==> config.mk <==
export PLATFORM = sky130hd
export DESIGN_NAME = dmem_arbiter_flat
export DESIGN_NICKNAME = d
export VERILOG_FILES = /design/src/rtl/dmem_arbiter_if.sv /design/src/rtl/dmem_arbiter.sv /design/src/flat_wrapper.sv
export SDC_FILE = /design/constraint.sdc
export NUM_CORES = 1
export LEC_CHECK = 0
export ABC_CLOCK_PERIOD_IN_PS = 3050
export BUFFER_PORTS_ARGS = -buffer_cell sky130_fd_sc_hd__buf_2
export CAP_MARGIN = 20
export CORE_AREA = 2 2 127 129
export CTS_BUF_LIST = sky130_fd_sc_hd__clkbuf_4 sky130_fd_sc_hd__clkbuf_8
export CTS_CLUSTER_DIAMETER = 200
export CTS_CLUSTER_SIZE = 25
export DETAILED_ROUTE_END_ITERATION = 7
export DIE_AREA = 0 0 129 131
export PLACE_DENSITY_LB_ADDON = 0.05
export SYNTH_ARGS = -nofsm -noshare
export SYNTH_HDL_FRONTEND = slang
export SYNTH_SLANG_ARGS = --single-unit
==> constraint.sdc <==
create_clock -name clock -period 3.05 [get_ports clock]
set_clock_uncertainty 0.05 [all_clocks]
set_input_delay 0.305 -clock clock [delete_from_list [all_inputs] [get_ports clock]]
set_output_delay 0.305 -clock clock [all_outputs]
set_load 0.05 [all_outputs]
==> src/rtl/dmem_arbiter_if.sv <==
// Bundles the pipeline, auxiliary and data-memory buses seen by dmem_arbiter.
// The slave modport is the arbiter's view; master is the surrounding system's view.
interface dmem_arbiter_if;
   logic        pipe_read;
   logic        pipe_write;
   logic [31:0] pipe_addr;
   logic [31:0] pipe_wdata;
   logic [31:0] pipe_rdata;
   logic        pipe_stall;

   logic        aux_req;
   logic        aux_we;
   logic [31:0] aux_addr;
   logic [31:0] aux_wdata;
   logic        aux_gnt;
   logic        aux_rvalid;
   logic [31:0] aux_rdata;

   logic        mem_we;
   logic        mem_re;
   logic [31:0] mem_addr;
   logic [31:0] mem_wdata;
   logic [31:0] mem_rdata;

   modport slave (
      input  pipe_read, pipe_write, pipe_addr, pipe_wdata,
      output pipe_rdata, pipe_stall,
      input  aux_req, aux_we, aux_addr, aux_wdata,
      output aux_gnt, aux_rvalid, aux_rdata,
      output mem_we, mem_re, mem_addr, mem_wdata,
      input  mem_rdata
   );

   modport master (
      output pipe_read, pipe_write, pipe_addr, pipe_wdata,
      input  pipe_rdata, pipe_stall,
      output aux_req, aux_we, aux_addr, aux_wdata,
      input  aux_gnt, aux_rvalid, aux_rdata,
      input  mem_we, mem_re, mem_addr, mem_wdata,
      output mem_rdata
   );
endinterface

==> src/rtl/dmem_arbiter.sv <==
// Shares one single-port data memory between the MEM stage (priority) and an
// auxiliary requester, forcing an aux slot after STARVE_LIMIT denied cycles.
module dmem_arbiter #(
   parameter int STARVE_LIMIT = 4,
   parameter int CNT_W        = 16
) (
   input  logic             clock,
   input  logic             reset,
   dmem_arbiter_if.slave    bus,
   output logic [CNT_W-1:0] pipe_acc_cnt,
   output logic [CNT_W-1:0] aux_acc_cnt
);

   localparam int SW = (STARVE_LIMIT < 2) ? 1 : $clog2(STARVE_LIMIT + 1);
   localparam logic [SW-1:0] STARVE_MAX = SW'(STARVE_LIMIT);

   logic [SW-1:0]    starve_q, starve_d;
   logic             aux_rvalid_q, aux_rvalid_d;
   logic [31:0]      aux_rdata_q, aux_rdata_d;
   logic [CNT_W-1:0] pipe_cnt_q, pipe_cnt_d;
   logic [CNT_W-1:0] aux_cnt_q, aux_cnt_d;

   logic pipe_req;
   logic pipe_go;
   logic aux_gnt;
   logic pipe_load;

   // Grant and memory mux; reset gates every enable so nothing reaches memory.
   always_comb begin
      pipe_req  = bus.pipe_read | bus.pipe_write;
      aux_gnt   = ~reset & bus.aux_req & (~pipe_req | (starve_q == STARVE_MAX));
      pipe_go   = ~reset & pipe_req & ~aux_gnt;
      pipe_load = pipe_go & bus.pipe_read & ~bus.pipe_write;

      bus.mem_we    = 1'b0;
      bus.mem_re    = 1'b0;
      bus.mem_addr  = 32'd0;
      bus.mem_wdata = 32'd0;
      if (pipe_go) begin
         bus.mem_we    = bus.pipe_write;
         bus.mem_re    = bus.pipe_read & ~bus.pipe_write;
         bus.mem_addr  = bus.pipe_addr;
         bus.mem_wdata = bus.pipe_wdata;
      end else if (aux_gnt) begin
         bus.mem_we    = bus.aux_we;
         bus.mem_re    = ~bus.aux_we;
         bus.mem_addr  = bus.aux_addr;
         bus.mem_wdata = bus.aux_wdata;
      end

      bus.pipe_rdata = pipe_load ? bus.mem_rdata : 32'd0;
      bus.pipe_stall = pipe_req & aux_gnt;
      bus.aux_gnt    = aux_gnt;
   end

   // Starvation tracking, aux read capture and access statistics.
   always_comb begin
      starve_d     = starve_q;
      aux_rvalid_d = aux_gnt & ~bus.aux_we;
      aux_rdata_d  = aux_rdata_q;
      pipe_cnt_d   = pipe_cnt_q;
      aux_cnt_d    = aux_cnt_q;

      if (aux_gnt) begin
         starve_d = '0;
      end else if (bus.aux_req && (starve_q != STARVE_MAX)) begin
         starve_d = starve_q + 1'b1;
      end

      if (aux_gnt && !bus.aux_we) begin
         aux_rdata_d = bus.mem_rdata;
      end
      if (pipe_go) begin
         pipe_cnt_d = pipe_cnt_q + 1'b1;
      end
      if (aux_gnt) begin
         aux_cnt_d = aux_cnt_q + 1'b1;
      end
   end

   always_ff @(posedge clock or posedge reset) begin
      if (reset) begin
         starve_q     <= '0;
         aux_rvalid_q <= 1'b0;
         aux_rdata_q  <= 32'd0;
         pipe_cnt_q   <= '0;
         aux_cnt_q    <= '0;
      end else begin
         starve_q     <= starve_d;
         aux_rvalid_q <= aux_rvalid_d;
         aux_rdata_q  <= aux_rdata_d;
         pipe_cnt_q   <= pipe_cnt_d;
         aux_cnt_q    <= aux_cnt_d;
      end
   end

   assign bus.aux_rvalid = aux_rvalid_q;
   assign bus.aux_rdata  = aux_rdata_q;
   assign pipe_acc_cnt   = pipe_cnt_q;
   assign aux_acc_cnt    = aux_cnt_q;

endmodule

==> src/flat_wrapper.sv <==
// flat-port wrapper written by rule: the top's interface ports become plain ports
module dmem_arbiter_flat 
#(
   parameter int STARVE_LIMIT = 4,
   parameter int CNT_W        = 16
)
  (clock, reset, pipe_acc_cnt, aux_acc_cnt, bus_pipe_read, bus_pipe_write, bus_pipe_addr, bus_pipe_wdata, bus_pipe_rdata, bus_pipe_stall, bus_aux_req, bus_aux_we, bus_aux_addr, bus_aux_wdata, bus_aux_gnt, bus_aux_rvalid, bus_aux_rdata, bus_mem_we, bus_mem_re, bus_mem_addr, bus_mem_wdata, bus_mem_rdata);
  dmem_arbiter_if bus_i ();
  input  logic clock;
  input  logic reset;
  output logic [CNT_W-1:0] pipe_acc_cnt;
  output logic [CNT_W-1:0] aux_acc_cnt;
  input wire logic [$bits(bus_i.pipe_read)-1:0] bus_pipe_read;
  input wire logic [$bits(bus_i.pipe_write)-1:0] bus_pipe_write;
  input wire logic [$bits(bus_i.pipe_addr)-1:0] bus_pipe_addr;
  input wire logic [$bits(bus_i.pipe_wdata)-1:0] bus_pipe_wdata;
  output wire logic [$bits(bus_i.pipe_rdata)-1:0] bus_pipe_rdata;
  output wire logic [$bits(bus_i.pipe_stall)-1:0] bus_pipe_stall;
  input wire logic [$bits(bus_i.aux_req)-1:0] bus_aux_req;
  input wire logic [$bits(bus_i.aux_we)-1:0] bus_aux_we;
  input wire logic [$bits(bus_i.aux_addr)-1:0] bus_aux_addr;
  input wire logic [$bits(bus_i.aux_wdata)-1:0] bus_aux_wdata;
  output wire logic [$bits(bus_i.aux_gnt)-1:0] bus_aux_gnt;
  output wire logic [$bits(bus_i.aux_rvalid)-1:0] bus_aux_rvalid;
  output wire logic [$bits(bus_i.aux_rdata)-1:0] bus_aux_rdata;
  output wire logic [$bits(bus_i.mem_we)-1:0] bus_mem_we;
  output wire logic [$bits(bus_i.mem_re)-1:0] bus_mem_re;
  output wire logic [$bits(bus_i.mem_addr)-1:0] bus_mem_addr;
  output wire logic [$bits(bus_i.mem_wdata)-1:0] bus_mem_wdata;
  input wire logic [$bits(bus_i.mem_rdata)-1:0] bus_mem_rdata;
  assign bus_i.pipe_read = bus_pipe_read;
  assign bus_i.pipe_write = bus_pipe_write;
  assign bus_i.pipe_addr = bus_pipe_addr;
  assign bus_i.pipe_wdata = bus_pipe_wdata;
  assign bus_pipe_rdata = bus_i.pipe_rdata;
  assign bus_pipe_stall = bus_i.pipe_stall;
  assign bus_i.aux_req = bus_aux_req;
  assign bus_i.aux_we = bus_aux_we;
  assign bus_i.aux_addr = bus_aux_addr;
  assign bus_i.aux_wdata = bus_aux_wdata;
  assign bus_aux_gnt = bus_i.aux_gnt;
  assign bus_aux_rvalid = bus_i.aux_rvalid;
  assign bus_aux_rdata = bus_i.aux_rdata;
  assign bus_mem_we = bus_i.mem_we;
  assign bus_mem_re = bus_i.mem_re;
  assign bus_mem_addr = bus_i.mem_addr;
  assign bus_mem_wdata = bus_i.mem_wdata;
  assign bus_i.mem_rdata = bus_mem_rdata;
  dmem_arbiter #(.STARVE_LIMIT(STARVE_LIMIT), .CNT_W(CNT_W)) u_core (.clock(clock), .reset(reset), .bus(bus_i), .pipe_acc_cnt(pipe_acc_cnt), .aux_acc_cnt(aux_acc_cnt));
endmodule
# Word-level counts from Yosys, hierarchy flattened
# Index checks and enable logic that the tools add are counted.
classes:
  bitwise: 16
  n_eq_ne: 2
  mux: 11
  addsub: 3
  n_reduce_logical: 4
op_table:
  columns: ["op", "n"]
  rows:
  - ["$mux W32", 5]
  - ["$add A16 B1 Y16 const B", 2]
  - ["$and A1 B1 Y1", 9]
  - ["$mux W3", 2]
  - ["$not A1 Y1", 5]
  - ["$mux W1", 4]
  - ["$add A3 B1 Y3 const B", 1]
  - ["$eq A3 B3 Y1 const B", 1]
  - ["$ne A3 B3 Y1 const B", 1]
  - ["$logic_and A1 B1 Y1", 2]
  - ["$or A1 B1 Y1", 2]
  - ["$reduce_bool A2 Y1", 1]
  - ["$logic_not A1 Y1", 1]
word_totals:
  register_bits: 68
  input_bits: 166
  out_inout_bits: 165
  wordCells: 41

# Logic depth before layout (Yosys ltp)
# Gate-level depths: netlist of the first run.
logic_depth:
  depth_word: 9
  ltp_mapped: 7
  depth_no_buf: 6

# Worst setup path before layout of the first run
# OpenSTA, ideal clock, no wires.
synth_path:
  path_type: "input-to-output"
  startpoint: "input port reset"
  endpoint: "output port bus_mem_we"
  path_buffers: 0
  required_ns: 2.695
  cell_stages: 3
  t_arrival_ns: 2.977
  setup_slack_ns: -0.282
  cell_sequence: "inv_1 nand2_1 o21ai_0"
synth_via:
  elab_chain_cells: 6
  word_cells_on_any_way: 8
  classes_between: "mux: 2; bitwise: 6"
synth_lines:
  columns: ["item", "line", "rtl"]
  rows:
  - ["start: declaration", "flat_wrapper.sv:10", "input logic reset;"]
  - ["$not A1 Y1 *", "dmem_arbiter.sv:31, dmem_arbiter.sv:32", null]
  - ["$and A1 B1 Y1 (2 in a row)", "dmem_arbiter.sv:31", "aux_gnt = ~reset & bus.aux_req & (~pipe_req | (starve_q == STARVE_MAX));"]
  - ["$not A1 Y1", "dmem_arbiter.sv:32", "pipe_go = ~reset & pipe_req & ~aux_gnt;"]
  - ["$and A1 B1 Y1", "dmem_arbiter.sv:32", null]
  - ["$mux W1 *", "dmem_arbiter.sv:39", "if (pipe_go) begin"]
  - ["end: declaration", "flat_wrapper.sv:26", "output wire logic [$bits(bus_i.mem_we)-1:0] bus_mem_we;"]
# Every way passes the cells marked *; elsewhere a longest branch is shown, timed or not.

# Final worst setup path of the first run
layout_path:
  startpoint: "register u_core.starve_q[0]"
  endpoint: "output port bus_mem_addr[1]"
layout_via:
  elab_chain_cells: 6
  word_cells_on_any_way: 7
  classes_between: "eq/ne: 1; mux: 2; bitwise: 4"
layout_lines:
  columns: ["item", "line", "rtl"]
  rows:
  - ["start: declaration", "dmem_arbiter.sv:17", "logic [SW-1:0] starve_q, starve_d;"]
  - ["start signal: assignment", "dmem_arbiter.sv:89", "starve_q <= starve_d;"]
  - ["$eq A3 B3 Y1 *", "dmem_arbiter.sv:31", null]
  - ["$or A1 B1 Y1 *", "dmem_arbiter.sv:31", null]
  - ["$and A1 B1 Y1 *", "dmem_arbiter.sv:31", null]
  - ["$not A1 Y1", "dmem_arbiter.sv:32", null]
  - ["$and A1 B1 Y1", "dmem_arbiter.sv:32", null]
  - ["$mux W32 *", "dmem_arbiter.sv:39", null]
  - ["end: declaration", "flat_wrapper.sv:28", "output wire logic [$bits(bus_i.mem_addr)-1:0] bus_mem_addr;"]
# Marked as above.

==> results of run 1 <==
cell type report:
class	instances	area share (%)
multi-input combinational	238	32.8
tap	216	4.61
timing repair buffer	336	29.4
inverter	3	0.256
clock inverter	4	1.24
antenna	1	0.0427
clock buffer	12	2.60
sequential	68	29.0
cells in the mapped netlist (2+ instances only):
master	number	share of area (%)
and4_1	3	0.70
clkbuf_1	5	0.50
buf_4	3	0.60
a22o_1	64	15
nand2_1	15	1.5
or2_2	2	0.33
o21ai_0	2	0.27
dfrtp_1	68	45
nor3_1	5	0.67
xor2_1	11	2.6
buf_2	10	1.3
mux2_2	34	10
a21oi_1	2	0.27
inv_1	3	0.30
xnor2_1	20	4.7
and3_1	3	0.50
nor2_1	7	0.70
buf_6	3	0.90
ha_1	4	1.3
nand4_1	13	2.2
nor4_1	2	0.33
nand3_1	8	1.1
and2_1	35	5.8
kinds of logic after synthesis:
group / Yosys count
and+or+nand+nor: 98
AOI/OAI and AO/OA: 71
DFF: 68
muxes: 34
xor gates and xnor gates: 31
buffers and inverters: 25
adders and majority gates: 4
cells in the final DEF (no fill, tap or decap), types with 2 or more instances in the layout:
cell type   instances
nor4_1              2
a22o_1             64
clkbuf_4            2
buf_12              2
nand3_1             8
or2_2               2
clkinvlp_4          2
inv_1               2
nand2_1            15
a21oi_1             2
mux2_2             34
bufinv_16           2
nand4_1            13
xnor2_1            20
xor2_1             11
clkbuf_8           10
and4_1              3
and2_1             34
o21ai_0             2
and3_1              3
nor2_1              6
nor3_1              5
buf_4               4
dfrtp_1            68
buf_2             330
ha_1                4
power by group:
part	total (mW)	internal, mW	switching (mW)
logic	2.73	0.721	2.01
registers	1.42	1.20	0.219
clock network	0.839	0.500	0.339
sequential cells by signal, indices dropped and copies added, names as in the netlist:
register,count
u_core.aux_acc_cnt,16
u_core.bus.aux_rdata,32
u_core.bus.aux_rvalid,1
u_core.pipe_acc_cnt,16
u_core.starve_q,3
worst paths after layout:
kind | start | to | slack (ns) | cells past startpoint
max reg2reg | u_core.starve_q[0] | u_core.bus.aux_rdata[16] | 0.95 | 6
max | u_core.starve_q[0] | bus_mem_addr[1] | 0.35 | 7
max in group asynchronous | reset | u_core.aux_acc_cnt[3] | 2.13 | 3
min reg2reg | u_core.pipe_acc_cnt[15] | u_core.pipe_acc_cnt[15] | 0.42 | 1
min | bus_mem_rdata[17] | u_core.bus.aux_rdata[17] | 0.15 | 2
min in group asynchronous | reset | u_core.starve_q[2] | 0.21 | 3
worst register-to-register path: stages (launching register included):
cell and delay, ns:
dfrtp_1 0.38, inv_1 0.09, ha_1 0.28, a2bb2oi_4 0.13, nor3_4 0.42, buf_12 0.26
mux2_2 0.36
layer usage:
metal / track usage (%) / routed length [µm] / up-vias / share of wire [%]
li1: - / - / 1873 / -
met3: 4.48 / 1120 / 10 / 7.2
met5: 0 / 0 / - / 0
met4: 4.41 / 178 / 0 / 1.1
met2: 30.8 / 8020 / 190 / 51
met1: 21.2 / 6330 / 1834 / 40
through the flow:
stage | setup WS (ns) | std cells
after floorplan | 0.331 | 331
after global placement | 0.679 | 861
after detailed placement | 0.669 | 861
after CTS | 0.262 | 877
after global routing | 0.118 | 877
final | 0.348 | 878
==> impl_metrics.py, run 1 <==
metrics = {
    "finish": {
        "area_growth_pct": 55.9,
        "final_area_um2": 5860,
        "multiInputGateArea_um2": 1920,
        "fin_util_pct": 37.6,
        "layout-drive-gt1-share_pct": 60.1,
        "nets": 826,
        "register_area_um2": 1700,
        "final.fill_count": 1618,
    },
    "sta": {
        "period_share_pct": 88.6,
        "maxSlewViolCount": 0,
        "hold_ws_ns": 0.154,
        "tightest_slew_ns": 0.885,
        "setup_violations": 0,
        "rsz0062_at_grt": "false",
        "fmax_mhz": 370,
        "hold_viol_final": 0,
        "period_minus_slack_ns": 2.70,
        "maxSlewHeadroom_pct": 41.0,
        "setup-tns-final_ns": 0,
    },
    "route": {
        "wl_per_cell_um": 17.8,
        "routed_wirelength_um": 15600,
        "viasPerCell": 4.45,
        "via_count": 3907,
        "drcViolationCount": 0,
        "drtIter0Drc": 160,
        "firstDrtPassIters": 4,
        "detail-route-antenna-nets": 0,
    },
    "logic_synthesis": {
        "synth_area_per_cell_um2": 11.4,
        "synth_warnings": 0,
        "synthCells": 331,
        "yosys.area_share.simple_pct": 15.7,
        "synthFlopType": "dfrtp_1",
        "synth_edf_count": 0,
        "synth_xor_area_share_pct": 7.22,
        "synthAdderAreaFrac_pct": 1.33,
        "ys_seq_area_share_pct": 45.3,
        "ys_types": 32,
        "synth_compound_area_share_pct": 16.5,
        "synthesis.nets": 501,
        "synth_top_family_by_area": "compound AO/OA/AOI/OAI gates",
        "synthMuxAreaShare_pct": 10.2,
        "synthesis.area_um2": 3760,
        "async_reset_ff_share_pct": 100,
        "ys_ff_latch": 68,
    },
    "cts": {
        "cts-resized-gates": 0,
        "path_clk_slew_ns": 0.07,
        "h-tree-depth": 3,
        "holdBufCountCts": 0,
        "cts_buffers": 9,
        "cts_root_buf": "clkbuf_8",
        "clk_path_buf_depth": 2,
        "worstSkewPairLatency_ns": 0.34,
        "clkSinkCount": 68,
        "post_cts_buffers": 0,
        "cts_tree": "built",
    },
    "floorplanning": {
        "core_um2": 15600,
        "io_pins": 331,
        "initial_core_util_pct": 24.1,
        "row_count": 46,
        "die_area_um2": 16900,
        "die_w_um": 129,
        "die_h_um": 131,
    },
    "setup_path": {
        "crit_family": "buffers and inverters",
        "slowest_delay_ns": 0.43,
        "critical_path_class": "flip-flop to output pin",
        "crit_path_max_fanout": 50,
        "crit_required_ns": 2.69,
        "worstSetupStartpointType": "flip-flop",
        "end_kind": "output pin",
        "cp_cell_sequence": "inv_1 > ha_1 > a2bb2oi_4 > nor2_4 > buf_4 > a22o_1 > buf_2",
        "crit_slowest_cell": "buf_4",
        "cp_num_buf_inv": 3,
        "worstPathArrival_ns": 2.35,
    },
    "power": {
        "leakagePower_nw": 3.26,
        "p_per_area_nw_per_um2": 851,
        "power_mw": 4.99,
        "ir_drop_v": 0.000308,
    },
    "job": {
        "drv_cap": 0,
    },
    "placed_design": {
        "io_buffers": 330,
        "dpl.hpwl_um": 12700,
        "place_area_um2": 5630,
        "routabilityCongestion": 0.782,
    },
    "worst_hold_path": {
        "hold_path_class": "input pin to flip-flop",
    },
    "grt": {
        "grt_max_degree": 69,
        "gr-total-overflow": 0,
        "grt_pass1_vias": 3660,
        "gr-usage-all-layers_pct": 17.4,
        "grt_pass1_wl_um": 21800,
        "antenna_found_initial": 1,
    },
    "status": {
        "status": "complete, no violations",
    },
}
Note: power is estimated with default switching activity, not from simulation.
==> run 2: changes to the inputs <==
- CELL_PAD_IN_SITES_DETAIL_PLACEMENT: unset -> 1
- CELL_PAD_IN_SITES_GLOBAL_PLACEMENT: unset -> 1
- CTS_BUF_LIST: sky130_fd_sc_hd__clkbuf_4 sky130_fd_sc_hd__clkbuf_8 -> unset
==> run 2 against run 1 <==
Net effect: fmax is 0.96% higher; die area did not move; count of clock-buffer cells in the layout decreased by 2; register-to-register slack worse by 0.02 ns; flip-flop and latch count unchanged; highest routed layer is now met5.
==> impl_metrics.py, run 2 (same netlist as run 1, synthesis figures left out) <==
metrics = {
    "status": {
        "status": "complete, no violations",
    },
    "cts": {
        "clk_path_buf_depth": 2,
        "post_cts_buffers": 0,
        "holdBufCountCts": 0,
        "h-tree-depth": 3,
        "worstSkewPairLatency_ns": 0.33,
        "cts_tree": "built",
        "path_clk_slew_ns": 0.05,
        "cts-resized-gates": 0,
        "clkSinkCount": 68,
        "cts_buffers": 9,
        "cts_root_buf": "clkbuf_16",
    },
    "finish": {
        "final.fill_count": 1854,
        "multiInputGateArea_um2": 1920,
        "fin_util_pct": 38.1,
        "layout-drive-gt1-share_pct": 59.8,
        "largest_reg_flops": 32,
        "register_area_um2": 1700,
        "nets": 826,
        "area_growth_pct": 58.1,
        "final_cell_mix": "buf_2, dfrtp_1, a22o_1",
        "final_common_cell": "buf_2",
    },
    "route": {
        "firstDrtPassIters": 5,
        "drtIter0Drc": 113,
        "via_count": 3956,
        "drcViolationCount": 0,
        "wl_per_cell_um": 18.0,
        "routed_wirelength_um": 15800,
        "viasPerCell": 4.51,
        "detail-route-antenna-nets": 0,
    },
    "placed_design": {
        "routabilityCongestion": 0.828,
        "io_buffers": 330,
        "dpl.hpwl_um": 12700,
    },
    "power": {
        "ir_drop_v": 0.000288,
        "leakagePower_nw": 3.29,
        "p_per_area_nw_per_um2": 886,
    },
    "setup_path": {
        "worstPathArrival_ns": 2.32,
        "critical_path_class": "flip-flop to output pin",
        "end_kind": "output pin",
        "worstSetupStartpointType": "flip-flop",
        "slowest_delay_ns": 0.35,
        "cp_cell_sequence": "inv_1 > ha_1 > a31oi_1 > and2_2 > buf_12 > a22o_1 > buf_2",
        "crit_slowest_cell": "dfrtp_1",
        "crit_family": "buffers and inverters",
        "crit_path_max_fanout": 66,
        "crit_required_ns": 2.69,
        "cp_num_buf_inv": 3,
    },
    "sta": {
        "rsz0062_at_grt": "false",
        "maxSlewViolCount": 0,
        "maxSlewHeadroom_pct": 41.6,
        "setup_violations": 0,
        "period_share_pct": 87.8,
        "hold_viol_final": 0,
        "period_minus_slack_ns": 2.68,
        "setup-tns-final_ns": 0,
        "tightest_slew_ns": 0.876,
        "fmax_mhz": 374,
    },
    "grt": {
        "gr-usage-all-layers_pct": 17.6,
        "antenna_found_initial": 2,
        "grt_max_degree": 78,
        "gr-total-overflow": 0,
        "grt_pass1_vias": 3996,
        "grt_pass1_wl_um": 22300,
    },
    "floorplanning": {
        "row_count": 46,
        "die_area_um2": 16900,
        "core_um2": 15600,
        "io_pins": 331,
        "die_w_um": 129,
        "initial_core_util_pct": 24.1,
        "die_h_um": 131,
    },
    "job": {
        "drv_cap": 0,
    },
    "worst_hold_path": {
        "hold_path_class": "input pin to flip-flop",
    },
}
run 2: worst paths after layout:
kind,start,endpoint,slack (ns),depth (start not counted)
min reg2reg,u_core.aux_acc_cnt[15],u_core.aux_acc_cnt[15],0.43,1
min,bus_mem_rdata[14],u_core.bus.aux_rdata[14],0.16,2
max in group asynchronous,reset,u_core.bus.aux_rdata[11],2.13,3
max reg2reg,u_core.starve_q[0],u_core.bus.aux_rdata[12],0.93,7
max,u_core.starve_q[0],bus_mem_wdata[3],0.37,7
min in group asynchronous,reset,u_core.starve_q[2],0.26,3
run 2: cell type report:
class                      count  area share [%]
inverter                       3           0.253
tap                          216            4.55
multi-input combinational    238            32.4
timing repair buffer         336            29.0
clock inverter                 5            1.31
clock buffer                  10            3.85
antenna                        1          0.0421
sequential                    68            28.6
run 2: report_power, final:
part	internal [mW]	switching, mW	total, mW
sequential	1.20	0.223	1.43
clock	0.708	0.379	1.09
combinational	0.724	2.03	2.75
run 2: per-layer routing:
layer	track usage (%)	up-vias	share of wire, %
li1	-	1868	-
met3	7.08	18	9.7
met4	5.12	2	1.7
met1	19.7	1862	38
met5	0	-	0.070
met2	31.1	206	51
run 2: per-stage QoR:
stage          hold slack (ns)  setup WS (ns)  instances  area [µm²]  power (mW)
2_1_floorplan            0.397          0.331        331        3760        3.48
3_3_place_gp             0.403          0.790        861        5630        4.19
3_5_place_dp             0.425          0.735        861        5630        4.22
4_1_cts                  0.143          0.373        876        5940        5.34
5_1_grt                  0.157          0.203        876        5940        5.53
6_report                 0.165          0.374        877        5940        5.26
==> run 3: changes to the inputs <==
- CELL_PAD_IN_SITES_DETAIL_PLACEMENT: 1 -> unset
- CELL_PAD_IN_SITES_GLOBAL_PLACEMENT: 1 -> unset
- CTS_CLUSTER_DIAMETER: 200 -> 40
- REMOVE_ABC_BUFFERS: unset -> 1
==> run 3 against run 2 <==
Net effect: sequential share of layout area grew 0.24 points; fmax shrank 2.4%; final area shrank 0.82%; register-to-register slack is essentially flat; sequential power is essentially flat; non-clock buffer count is the same; count of clock-buffer cells in the layout is the same; routed wire length shrank 9.4%; global-route usage shrank 1.6 points; clock power shrank 18%; setup slack lost 0.066 ns; critical endpoint unchanged; largest power group unchanged.
==> impl_metrics.py, run 3 (same netlist as run 1, synthesis figures left out) <==
metrics = {
    "status": {
        "status": "complete, no violations",
    },
    "sta": {
        "period_share_pct": 89.9,
        "hold_viol_final": 0,
        "setup_violations": 0,
        "maxSlewViolCount": 0,
        "hold_ws_ns": 0.170,
        "maxSlewHeadroom_pct": 41.2,
        "tightest_slew_ns": 0.881,
        "rsz0062_at_grt": "false",
        "fmax_mhz": 365,
        "period_minus_slack_ns": 2.74,
    },
    "cts": {
        "cts_root_buf": "clkbuf_16",
        "cts-resized-gates": 0,
        "holdBufCountCts": 0,
        "post_cts_buffers": 0,
        "worstSkewPairLatency_ns": 0.32,
        "clkSinkCount": 68,
        "cts_buffers": 9,
        "clk_path_buf_depth": 2,
        "cts_tree": "built",
        "h-tree-depth": 3,
        "path_clk_slew_ns": 0.05,
    },
    "finish": {
        "final_common_cell": "buf_2",
        "fin_util_pct": 37.8,
        "nets": 826,
        "largest_reg_flops": 32,
        "final.fill_count": 1608,
        "layout-drive-gt1-share_pct": 59.7,
        "final_cell_mix": "buf_2, dfrtp_1, a22o_1",
        "area_growth_pct": 56.8,
    },
    "setup_path": {
        "crit_start": "u_core.starve_q[0]",
        "worstSetupStartpointType": "flip-flop",
        "worstPathArrival_ns": 2.39,
        "r2r_start": "u_core.starve_q[0]",
        "critical_path_class": "flip-flop to output pin",
        "r2r_setup_slack_ns": 0.92,
        "r2r_end": "u_core.aux_acc_cnt[1]",
        "end_kind": "output pin",
        "crit_path_max_fanout": 30,
        "r2r_cells": 6,
        "crit_required_ns": 2.69,
    },
    "route": {
        "firstDrtPassIters": 4,
        "wl_per_cell_um": 16.3,
        "detail-route-antenna-nets": 0,
        "drcViolationCount": 0,
        "via_count": 3888,
        "drtIter0Drc": 183,
        "routed_wirelength_um": 14300,
        "viasPerCell": 4.44,
    },
    "floorplanning": {
        "core_um2": 15600,
        "initial_core_util_pct": 24.1,
        "die_area_um2": 16900,
        "die_w_um": 129,
        "row_count": 46,
        "die_h_um": 131,
        "io_pins": 331,
    },
    "power": {
        "p_per_area_nw_per_um2": 854,
        "p_int_mw": 2.46,
        "power_frac_seq_pct": 28.2,
        "leakagePower_nw": 3.27,
        "p_sw_mw": 2.57,
        "clkPwrFrac_pct": 17.7,
        "ir_drop_v": 0.000403,
        "power_mw": 5.03,
        "p_comb_share_pct": 54.1,
        "p_sw_share_pct": 51.1,
    },
    "worst_hold_path": {
        "hold_end": "u_core.bus.aux_rdata[14]",
        "hold_start": "bus_mem_rdata[14]",
        "whs_path_depth": 2,
        "hold_path_class": "input pin to flip-flop",
    },
    "job": {
        "drv_cap": 0,
    },
    "grt": {
        "gr-total-overflow": 0,
        "gr-usage-all-layers_pct": 16.1,
        "grt_pass1_vias": 3741,
        "grt_max_degree": 69,
        "antenna_found_initial": 2,
        "grt_pass1_wl_um": 20700,
    },
    "placed_design": {
        "dpl.hpwl_um": 11600,
        "routabilityCongestion": 0.778,
        "io_buffers": 330,
    },
}
-- run 3: cell types whose count changed in the layout (fill, tap and decap cells not counted), sizes merged --
| cell | before | now |
|---|---|---|
| bufinv | 2 | 0 |
| clkinvlp | 2 | 1 |
| inv | 2 | 3 |
| diode | 1 | 2 |
-- run 3: worst max path at each step --
stage	end	slack [ns]	cells past startpoint
2_1_floorplan	bus_mem_we	-2.76	5
3_3_place_gp	bus_mem_wdata[8]	0.67	7
3_5_place_dp	bus_mem_wdata[3]	0.65	7
4_1_cts	bus_mem_wdata[3]	0.27	7
5_1_grt	bus_mem_addr[19]	0.14	7
6_report	bus_mem_wdata[3]	0.31	7
-- run 3: through the flow --
| stage | instances | setup slack, ns | cell area (µm²) | TNS [ns] |
|---|---|---|---|---|
| final | 876 | 0.308 | 5890 | 0 |
| after global routing | 875 | 0.141 | 5890 | 0 |
| after CTS | 874 | 0.269 | 5890 | 0 |
| after global placement | 861 | 0.670 | 5640 | 0 |
| after floorplan | 309 | -2.76 | 3630 | -137.50 |
| after detailed placement | 861 | 0.646 | 5640 | 0 |
-- run 3: area by class of cell --
class,count,area [µm²],area share (%)
Tap cell,216,270,4.59
Clock inverter,3,17.5,0.297
Inverter,3,11.3,0.191
Timing Repair Buffer,336,1730,29.4
Multi-Input combinational cell,238,1920,32.7
Sequential cell,68,1700,28.9
Clock buffer,10,229,3.89
Antenna cell,2,5.00,0.0849
-- run 3: power by group through the flow --
stage | registers (mW) | clock network [mW] | logic, mW
CTS | 1.43 | 0.929 | 2.75
finish | 1.42 | 0.892 | 2.72
floorplan | 2.41 | 0 | 1.05
global route | 1.47 | 0.964 | 2.87
detailed placement | 1.44 | 0 | 2.74
global placement | 1.43 | 0 | 2.74
-- run 3: critical path, cell delays in order, from the launching register on --
cell and delay [ns]:
dfrtp_1 0.37, inv_1 0.09, ha_1 0.29, a2bb2oi_4 0.13
nor2_4 0.47, buf_12 0.26, a22o_1 0.17, buf_2 0.26
-- run 3: routing by layer --
| layer | part of all wire (%) | vias to the layer above | GRT usage (%) |
|---|---|---|---|
| li1 | - | 1872 | - |
| met1 | 39 | 1809 | 18.2 |
| met2 | 52 | 193 | 28.6 |
| met3 | 7.5 | 14 | 4.40 |
| met4 | 1.5 | 0 | 6.78 |
| met5 | 0 | - | 0 |
